==> config.mk <==
export PLATFORM = sky130hd
export DESIGN_NAME = multicycle_control_unit
export DESIGN_NICKNAME = d
export VERILOG_FILES = /design/src/rtl/cu_pkg.sv /design/src/rtl/cond_logic.sv /design/src/rtl/multicycle_control_unit.sv
export SDC_FILE = /design/constraint.sdc
export NUM_CORES = 1
export LEC_CHECK = 0
export BUFFER_PORTS_ARGS = -buffer_cell sky130_fd_sc_hd__buf_4
export CORE_AREA = 2 2 41 58
export DETAILED_ROUTE_END_ITERATION = 8
export DIE_AREA = 0 0 43 60
export MAX_ROUTING_LAYER = met4
export PLACE_DENSITY_LB_ADDON = 0.12
export SLEW_MARGIN = 40
export SYNTH_ARGS = -nofsm -noshare
export SYNTH_HDL_FRONTEND = slang
export SYNTH_HIERARCHICAL = 1
export SYNTH_SLANG_ARGS = --single-unit
export TNS_END_PERCENT = 1
==> constraint.sdc <==
create_clock -name clk -period 2.5 [get_ports clk]
set_input_delay 0 -clock clk [delete_from_list [all_inputs] [get_ports clk]]
set_output_delay 0 -clock clk [all_outputs]
set_load 0.005 [all_outputs]
==> src/rtl/cu_pkg.sv <==
// Shared definitions for the multicycle ARM-subset controller: FSM states,
// instruction field codes, ALU operation encodings, condition codes and
// datapath mux select encodings.
package cu_pkg;

  // Flag register width (N, Z, C, V). The controller assumes exactly four bits.
  localparam int CU_FLAG_W = 4;

  typedef enum logic [3:0] {
    S_FETCH,
    S_DECODE,
    S_MEMADR,
    S_MEMREAD,
    S_MEMWB,
    S_MEMWRITE,
    S_EXECUTER,
    S_EXECUTEI,
    S_ALUWB,
    S_BRANCH
  } state_t;

  // Instr[27:26]
  localparam logic [1:0] OP_DP  = 2'b00;
  localparam logic [1:0] OP_MEM = 2'b01;
  localparam logic [1:0] OP_BR  = 2'b10;

  // Data-processing cmd field, Instr[24:21]
  localparam logic [3:0] CMD_AND = 4'b0000;
  localparam logic [3:0] CMD_EOR = 4'b0001;
  localparam logic [3:0] CMD_SUB = 4'b0010;
  localparam logic [3:0] CMD_ADD = 4'b0100;
  localparam logic [3:0] CMD_CMP = 4'b1010;
  localparam logic [3:0] CMD_ORR = 4'b1100;

  // ALUControl encodings (EOR needs the 3-bit control width)
  localparam logic [2:0] ALU_ADD = 3'd0;
  localparam logic [2:0] ALU_SUB = 3'd1;
  localparam logic [2:0] ALU_AND = 3'd2;
  localparam logic [2:0] ALU_ORR = 3'd3;
  localparam logic [2:0] ALU_EOR = 3'd4;

  // Condition field, Instr[31:28]
  localparam logic [3:0] COND_EQ = 4'b0000;
  localparam logic [3:0] COND_NE = 4'b0001;
  localparam logic [3:0] COND_CS = 4'b0010;
  localparam logic [3:0] COND_CC = 4'b0011;
  localparam logic [3:0] COND_MI = 4'b0100;
  localparam logic [3:0] COND_PL = 4'b0101;
  localparam logic [3:0] COND_VS = 4'b0110;
  localparam logic [3:0] COND_VC = 4'b0111;
  localparam logic [3:0] COND_HI = 4'b1000;
  localparam logic [3:0] COND_LS = 4'b1001;
  localparam logic [3:0] COND_GE = 4'b1010;
  localparam logic [3:0] COND_LT = 4'b1011;
  localparam logic [3:0] COND_GT = 4'b1100;
  localparam logic [3:0] COND_LE = 4'b1101;
  localparam logic [3:0] COND_AL = 4'b1110;

  // ResultSrc encodings
  localparam logic [1:0] RES_ALUOUT    = 2'b00;
  localparam logic [1:0] RES_DATA      = 2'b01;
  localparam logic [1:0] RES_ALURESULT = 2'b10;

  // ALUSrcB encodings
  localparam logic [1:0] SRCB_RD2  = 2'b00;
  localparam logic [1:0] SRCB_IMM  = 2'b01;
  localparam logic [1:0] SRCB_FOUR = 2'b10;

endpackage

==> src/rtl/cond_logic.sv <==
// Condition unit: holds the NZCV flag register, evaluates the instruction
// condition against the registered flags and commits ALU flags when the
// write-enables from the decoder are set and the condition passes.
module cond_logic
  import cu_pkg::*;
#(
  parameter int FLAG_W = CU_FLAG_W
) (
  input  logic              clk,
  input  logic              rst,
  input  logic [3:0]        cond,
  input  logic [FLAG_W-1:0] alu_flags,
  input  logic [1:0]        flag_w,
  output logic              cond_ex,
  output logic [FLAG_W-1:0] flags
);

  logic n, z, c, v;
  assign {n, z, c, v} = flags[3:0];

  // Evaluate the condition field against the flags committed so far.
  always_comb begin
    // NOTE: every combinational output gets a default before the case so no path leaves it unassigned (no latch).
    cond_ex = 1'b0;
    case (cond)
      COND_EQ: cond_ex = z;
      COND_NE: cond_ex = ~z;
      COND_CS: cond_ex = c;
      COND_CC: cond_ex = ~c;
      COND_MI: cond_ex = n;
      COND_PL: cond_ex = ~n;
      COND_VS: cond_ex = v;
      COND_VC: cond_ex = ~v;
      COND_HI: cond_ex = c & ~z;
      COND_LS: cond_ex = ~c | z;
      COND_GE: cond_ex = (n == v);
      COND_LT: cond_ex = (n != v);
      COND_GT: cond_ex = ~z & (n == v);
      COND_LE: cond_ex = z | (n != v);
      COND_AL: cond_ex = 1'b1;
      default: cond_ex = 1'b0;
    endcase
  end

  // Flag register: NZ and CV halves are written independently.
  always_ff @(posedge clk or negedge rst) begin
    if (!rst) begin
      flags <= '0;
    end else begin
      // NOTE: sequential state is updated with non-blocking assignments so all registers see pre-edge values.
      if (flag_w[1] & cond_ex) flags[3:2] <= alu_flags[3:2];
      if (flag_w[0] & cond_ex) flags[1:0] <= alu_flags[1:0];
    end
  end

endmodule

==> src/rtl/multicycle_control_unit.sv <==
// Multicycle ARM-subset control unit: Moore FSM sequencing fetch, decode,
// execute, memory and writeback over a shared-memory datapath, with
// condition-gated architectural writes.
// Optional feature: define CU_CMP_EN to decode cmd=1010 as CMP (SUB that
// always sets all four flags and never writes the register file).
module multicycle_control_unit
  import cu_pkg::*;
#(
  parameter int ALU_CTRL_W = 3,
  parameter int FLAG_W     = CU_FLAG_W
) (
  input  logic                  clk,
  input  logic                  rst,
  input  logic [3:0]            Cond,
  input  logic [1:0]            Op,
  input  logic [5:0]            Funct,
  input  logic [3:0]            Rd,
  input  logic [FLAG_W-1:0]     ALUFlags,
  output logic                  PCWrite,
  output logic                  AdrSrc,
  output logic                  MemWrite,
  output logic                  IRWrite,
  output logic                  RegWrite,
  output logic [1:0]            ResultSrc,
  output logic                  ALUSrcA,
  output logic [1:0]            ALUSrcB,
  output logic [1:0]            ImmSrc,
  output logic [1:0]            RegSrc,
  output logic [ALU_CTRL_W-1:0] ALUControl,
  output logic [FLAG_W-1:0]     Flags
);

  localparam bit EOR_OK = (ALU_CTRL_W >= 3);

  state_t state, next_state;

  logic [3:0] cmd;
  logic       s_bit;
  logic       dec_legal, dec_arith, dec_cmp;
  logic [2:0] dec_alu;

  logic       fetch, ir_write, adr_src, alu_src_a;
  logic [1:0] alu_src_b, result_src;
  logic [2:0] alu_sel;
  logic       reg_w, mem_w, branch, execute;

  logic [1:0]        flag_w;
  logic              cond_ex;
  logic [FLAG_W-1:0] flag_reg;
  logic              rd_pc;

  assign cmd   = Funct[4:1];
  assign s_bit = Funct[0];
  assign rd_pc = (Rd == 4'hF);

  // State register; reset aborts any instruction back to FETCH.
  always_ff @(posedge clk or negedge rst) begin
    if (!rst) state <= S_FETCH;
    else      state <= next_state;
  end

  // Data-processing cmd decode into ALU operation and legality.
  always_comb begin
    dec_alu   = ALU_ADD;
    dec_legal = 1'b1;
    dec_arith = 1'b0;
    dec_cmp   = 1'b0;
    case (cmd)
      CMD_ADD: begin dec_alu = ALU_ADD; dec_arith = 1'b1; end
      CMD_SUB: begin dec_alu = ALU_SUB; dec_arith = 1'b1; end
      CMD_AND: dec_alu = ALU_AND;
      CMD_ORR: dec_alu = ALU_ORR;
      CMD_EOR: begin
        if (EOR_OK) dec_alu = ALU_EOR;
        else        dec_legal = 1'b0;
      end
`ifdef CU_CMP_EN
      CMD_CMP: begin dec_alu = ALU_SUB; dec_cmp = 1'b1; end
`endif
      default: dec_legal = 1'b0;
    endcase
  end

  // Next-state and per-state raw controls (before condition gating).
  always_comb begin
    next_state = state;
    fetch      = 1'b0;
    ir_write   = 1'b0;
    adr_src    = 1'b0;
    alu_src_a  = 1'b0;
    alu_src_b  = SRCB_RD2;
    result_src = RES_ALUOUT;
    alu_sel    = ALU_ADD;
    reg_w      = 1'b0;
    mem_w      = 1'b0;
    branch     = 1'b0;
    execute    = 1'b0;
    case (state)
      S_FETCH: begin
        next_state = S_DECODE;
        fetch      = 1'b1;
        ir_write   = 1'b1;
        alu_src_a  = 1'b1;
        alu_src_b  = SRCB_FOUR;
        result_src = RES_ALURESULT;
      end
      S_DECODE: begin
        alu_src_a  = 1'b1;
        alu_src_b  = SRCB_FOUR;
        result_src = RES_ALURESULT;
        case (Op)
          OP_MEM:  next_state = S_MEMADR;
          OP_DP:   next_state = Funct[5] ? S_EXECUTEI : S_EXECUTER;
          OP_BR:   next_state = S_BRANCH;
          default: next_state = S_FETCH;
        endcase
      end
      S_MEMADR: begin
        alu_src_b  = SRCB_IMM;
        next_state = s_bit ? S_MEMREAD : S_MEMWRITE;
      end
      S_MEMREAD: begin
        adr_src    = 1'b1;
        next_state = S_MEMWB;
      end
      S_MEMWB: begin
        result_src = RES_DATA;
        reg_w      = 1'b1;
        next_state = S_FETCH;
      end
      S_MEMWRITE: begin
        adr_src    = 1'b1;
        mem_w      = 1'b1;
        next_state = S_FETCH;
      end
      S_EXECUTER: begin
        alu_sel    = dec_alu;
        execute    = 1'b1;
        next_state = S_ALUWB;
      end
      S_EXECUTEI: begin
        alu_src_b  = SRCB_IMM;
        alu_sel    = dec_alu;
        execute    = 1'b1;
        next_state = S_ALUWB;
      end
      S_ALUWB: begin
        result_src = RES_ALUOUT;
        reg_w      = dec_legal & ~dec_cmp;
        next_state = S_FETCH;
      end
      S_BRANCH: begin
        alu_src_b  = SRCB_IMM;
        result_src = RES_ALURESULT;
        branch     = 1'b1;
        next_state = S_FETCH;
      end
      default: next_state = S_FETCH;
    endcase
  end

  // Flag write enables are only live while an execute state is active.
  assign flag_w[1] = execute & dec_legal & (s_bit | dec_cmp);
  assign flag_w[0] = execute & dec_legal & ((s_bit & dec_arith) | dec_cmp);

  cond_logic #(
    .FLAG_W(FLAG_W)
  ) u_cond (
    .clk      (clk),
    .rst      (rst),
    .cond     (Cond),
    .alu_flags(ALUFlags),
    .flag_w   (flag_w),
    .cond_ex  (cond_ex),
    .flags    (flag_reg)
  );

  assign Flags = flag_reg;

  // Condition gating of writes, plus forcing every control low during reset.
  always_comb begin
    PCWrite    = 1'b0;
    AdrSrc     = 1'b0;
    MemWrite   = 1'b0;
    IRWrite    = 1'b0;
    RegWrite   = 1'b0;
    ResultSrc  = 2'b00;
    ALUSrcA    = 1'b0;
    ALUSrcB    = 2'b00;
    ImmSrc     = 2'b00;
    RegSrc     = 2'b00;
    ALUControl = '0;
    if (rst) begin
      PCWrite    = fetch | (branch & cond_ex) | (reg_w & cond_ex & rd_pc);
      AdrSrc     = adr_src;
      MemWrite   = mem_w & cond_ex;
      IRWrite    = ir_write;
      RegWrite   = reg_w & cond_ex & ~rd_pc;
      ResultSrc  = result_src;
      ALUSrcA    = alu_src_a;
      ALUSrcB    = alu_src_b;
      ImmSrc     = Op;
      RegSrc     = {(Op == OP_MEM) & ~s_bit, (Op == OP_BR)};
      ALUControl = alu_sel[ALU_CTRL_W-1:0];
    end
  end

endmodule

==> results.ini <==
[drt]
drc_errors=0
routed_wl_um=2340
postRouteAntennaNets=0
drt_iter0_markers=29
vias=973
drtPass1Iterations=4
drt-vias-per-instance=5.56
avgRoutedWirePerCell_um=13.4

[worst_setup_path]
crit_family=compound AO/OA/AOI/OAI gates
critPathMaxFanout=5
r2r-end=u_cond/flags[2]
worstPathCellList=xnor2_2 -> a22oi_2 -> xnor2_1 -> o32ai_4 -> or2_2 -> nand2_1 -> mux2_4 -> o32ai_2 -> buf_4
r2r_cells=6
crit_type=register to output pin
r2r_setup_slack_ns=0.65
worst_path_largest_cell_delay_ns=0.45
worstPathArrival_ns=2.35
required_ns=2.50
crit_path_end_kind=output pin
r2r-start=u_cond/flags[3]
timing.critical_path.buf_inv=1
crit_slowest_cell=dfrtp_1
critPathLaunchType=register

[power]
ir_drop_mv=0.344
powerDensity_nw_per_um2=695
power.leakage_nw=0.590

[synth]
syn-cell-area_um2=893
synth.distinct_cells=38
syn-num-nets=129
synthArstFlopShare_pct=100
synthTopCellsByCount=10 x nor3_1, 9 x nand2_1, 8 x dfrtp_1
yosysTopAreaCellShare_pct=22.4
syn_inst=107
synth-seq-area-share_pct=22.4
ys_ff_latch=8
synth_enable_flop_cells=0
yosys-top-cells-area=dfrtp_1 22%, nor3_1 5.6%, buf_6 5.0%, mux2_1 5.0%, xnor2_1 4.9%
synth.largest_area_cell=dfrtp_1
synthFlopType=dfrtp_1
syn_area_per_cell_um2=8.35
ys_warn_count=6
synth.most_common_cell=nor3_1

[place]
numPortBuffers=42
dp_cells=165
hpwlAfterDp_um=1790
place.gp.congestion=0.815
place_area_um2=1180

[layout]
utilization_pct=61.2
diodes=0
drive_above_1_share_pct=37.9
nFillCells=199
final_area_um2=1290
nets=177
final_cells=175
area_growth_pct=44.0

[floorplanning]
core_um2=2100
ios=43
dieHeight_um=60
initial_core_util_pct=42.5
die_x_um=43
dieArea_um2=2580
std_cell_rows=20

[global_route]
antenna_found_initial=0
track_usage_pct=19.3
grt_pass1_vias=875
grt_first_pass_wirelength_um=3860
overflow=0
grt_max_degree=17

[timing]
finalSetupViolations=0
hold_viol=0
rsz0062_at_grt=no
drv_slew=0
whs_ns=0.0578
setup_tns_ns=0
fmax_mhz=426
period_needed_ns=2.35
relSlewSlack_pct=70.2
tightest_slew_ns=0.447
fin_crit_sh_pct=94.0
clock_skew_ns=0.000321

[min_path]
hold_path_class=input pin to register
hold_end=state[3]
worstHoldStart=Op[0]
whs_path_depth=3

[flow_run]
maxCapViolations=0

[clock_tree]
clock_latency_ns=0.24
cts_sinks=8
cts-root-buf=clkbuf_4
cts.reportedPaths.clkPinSlew_ns=0.05
cts_buffers=3
cts_buffer_depth=2
htreeDepth=1
cts_tree=built

[outcome]
outcome=finished, final reports clean

-- state kept, by name (all words and copies together) (netlist names) --
name,cells
state,4
u_cond/flags,4
-- tightest hold or removal path, delay by kind of cell --
family	cells	cell delay [ns]
buf+inv	1	0.10
compound gates	1	0.06
simple gates	1	0.10
-- worst max path at each step --
stage | start | slack (ns) | cells after the start | to
floorplan | u_cond/flags[3] | 0.59 | 8 | PCWrite
global placement | u_cond/flags[3] | 0.39 | 9 | PCWrite
detailed placement | u_cond/flags[3] | 0.30 | 9 | PCWrite
CTS | u_cond/flags[3] | 0.03 | 9 | PCWrite
global route | u_cond/flags[0] | 0.005 | 9 | PCWrite
finish | u_cond/flags[3] | 0.15 | 9 | PCWrite
-- metrics by stage --
| step | worst slack, ns | total power (W) |
|---|---|---|
| 2_1_floorplan | 0.592 | 0.000622 |
| 3_3_place_gp | 0.385 | 0.000759 |
| 3_5_place_dp | 0.296 | 0.000770 |
| 4_1_cts | 0.0306 | 0.000874 |
| 5_1_grt | 0.00474 | 0.000978 |
| 6_report | 0.151 | 0.000894 |
-- layout make-up --
class / count / area (um^2) / share of cell area, %
Sequential cell: 8 / 200 / 15.6
Multi-Input combinational cell: 86 / 622 / 48.3
Tap cell: 22 / 27.5 / 2.14
Timing Repair Buffer: 51 / 395 / 30.7
Inverter: 5 / 18.8 / 1.46
Clock buffer: 3 / 22.5 / 1.75
-- layout by cell type, fill, tap and decap left out, types with 2 or more instances in the layout --
| master | n |
|---|---|
| nand2_1 | 9 |
| nor2_1 | 6 |
| nand2b_1 | 2 |
| nor3b_1 | 5 |
| o21ai_2 | 2 |
| clkbuf_4 | 3 |
| mux2i_1 | 3 |
| and2b_1 | 2 |
| nor2b_1 | 3 |
| o21ai_0 | 2 |
| buf_4 | 46 |
| inv_1 | 5 |
| dfrtp_1 | 8 |
| dlygate4sd3_1 | 5 |
| a32oi_1 | 2 |
| mux2_1 | 4 |
| a211oi_1 | 2 |
| and2_1 | 3 |
| nand3_1 | 2 |
| nor3_1 | 10 |
| a21oi_1 | 4 |
| nor4_1 | 5 |
| xnor2_1 | 4 |
| nand4b_1 | 2 |
-- layer usage --
metal,part of all wire (%),GRT usage [%],up-vias
met4,0,3.90,0
met2,57,37.0,25
met1,39,22.1,462
li1,-,-,486
met3,4.1,0.906,0
met5,0,-,-
-- kinds of logic after synthesis --
kind of cell    after synthesis  share of synthesized area (%)
mux                           8                           10.1
xor+xnor                      6                           5.88
simple gates                 53                           33.8
compound gates               19                           18.2
buf+inv                      13                           9.66
flops                         8                           22.4
-- where the power goes --
part | leakage (nW) | internal (W) | switching (W)
combinational | 0.469 | 0.000300 | 0.000257
clock | 0.0138 | 0.0000547 | 0.0000400
sequential | 0.107 | 0.000170 | 0.0000727
total | 0.590 | 0.000525 | 0.000369
-- timing repair --
action | CTS | global route
resized for setup | 0 | 2
endpoints found under the setup margin | 0 | 1
hold endpoints to repair | 12 | 0
setup buffers | 0 | 2
hold buffers | 5 | 0
(Power assumes the default switching activity.)
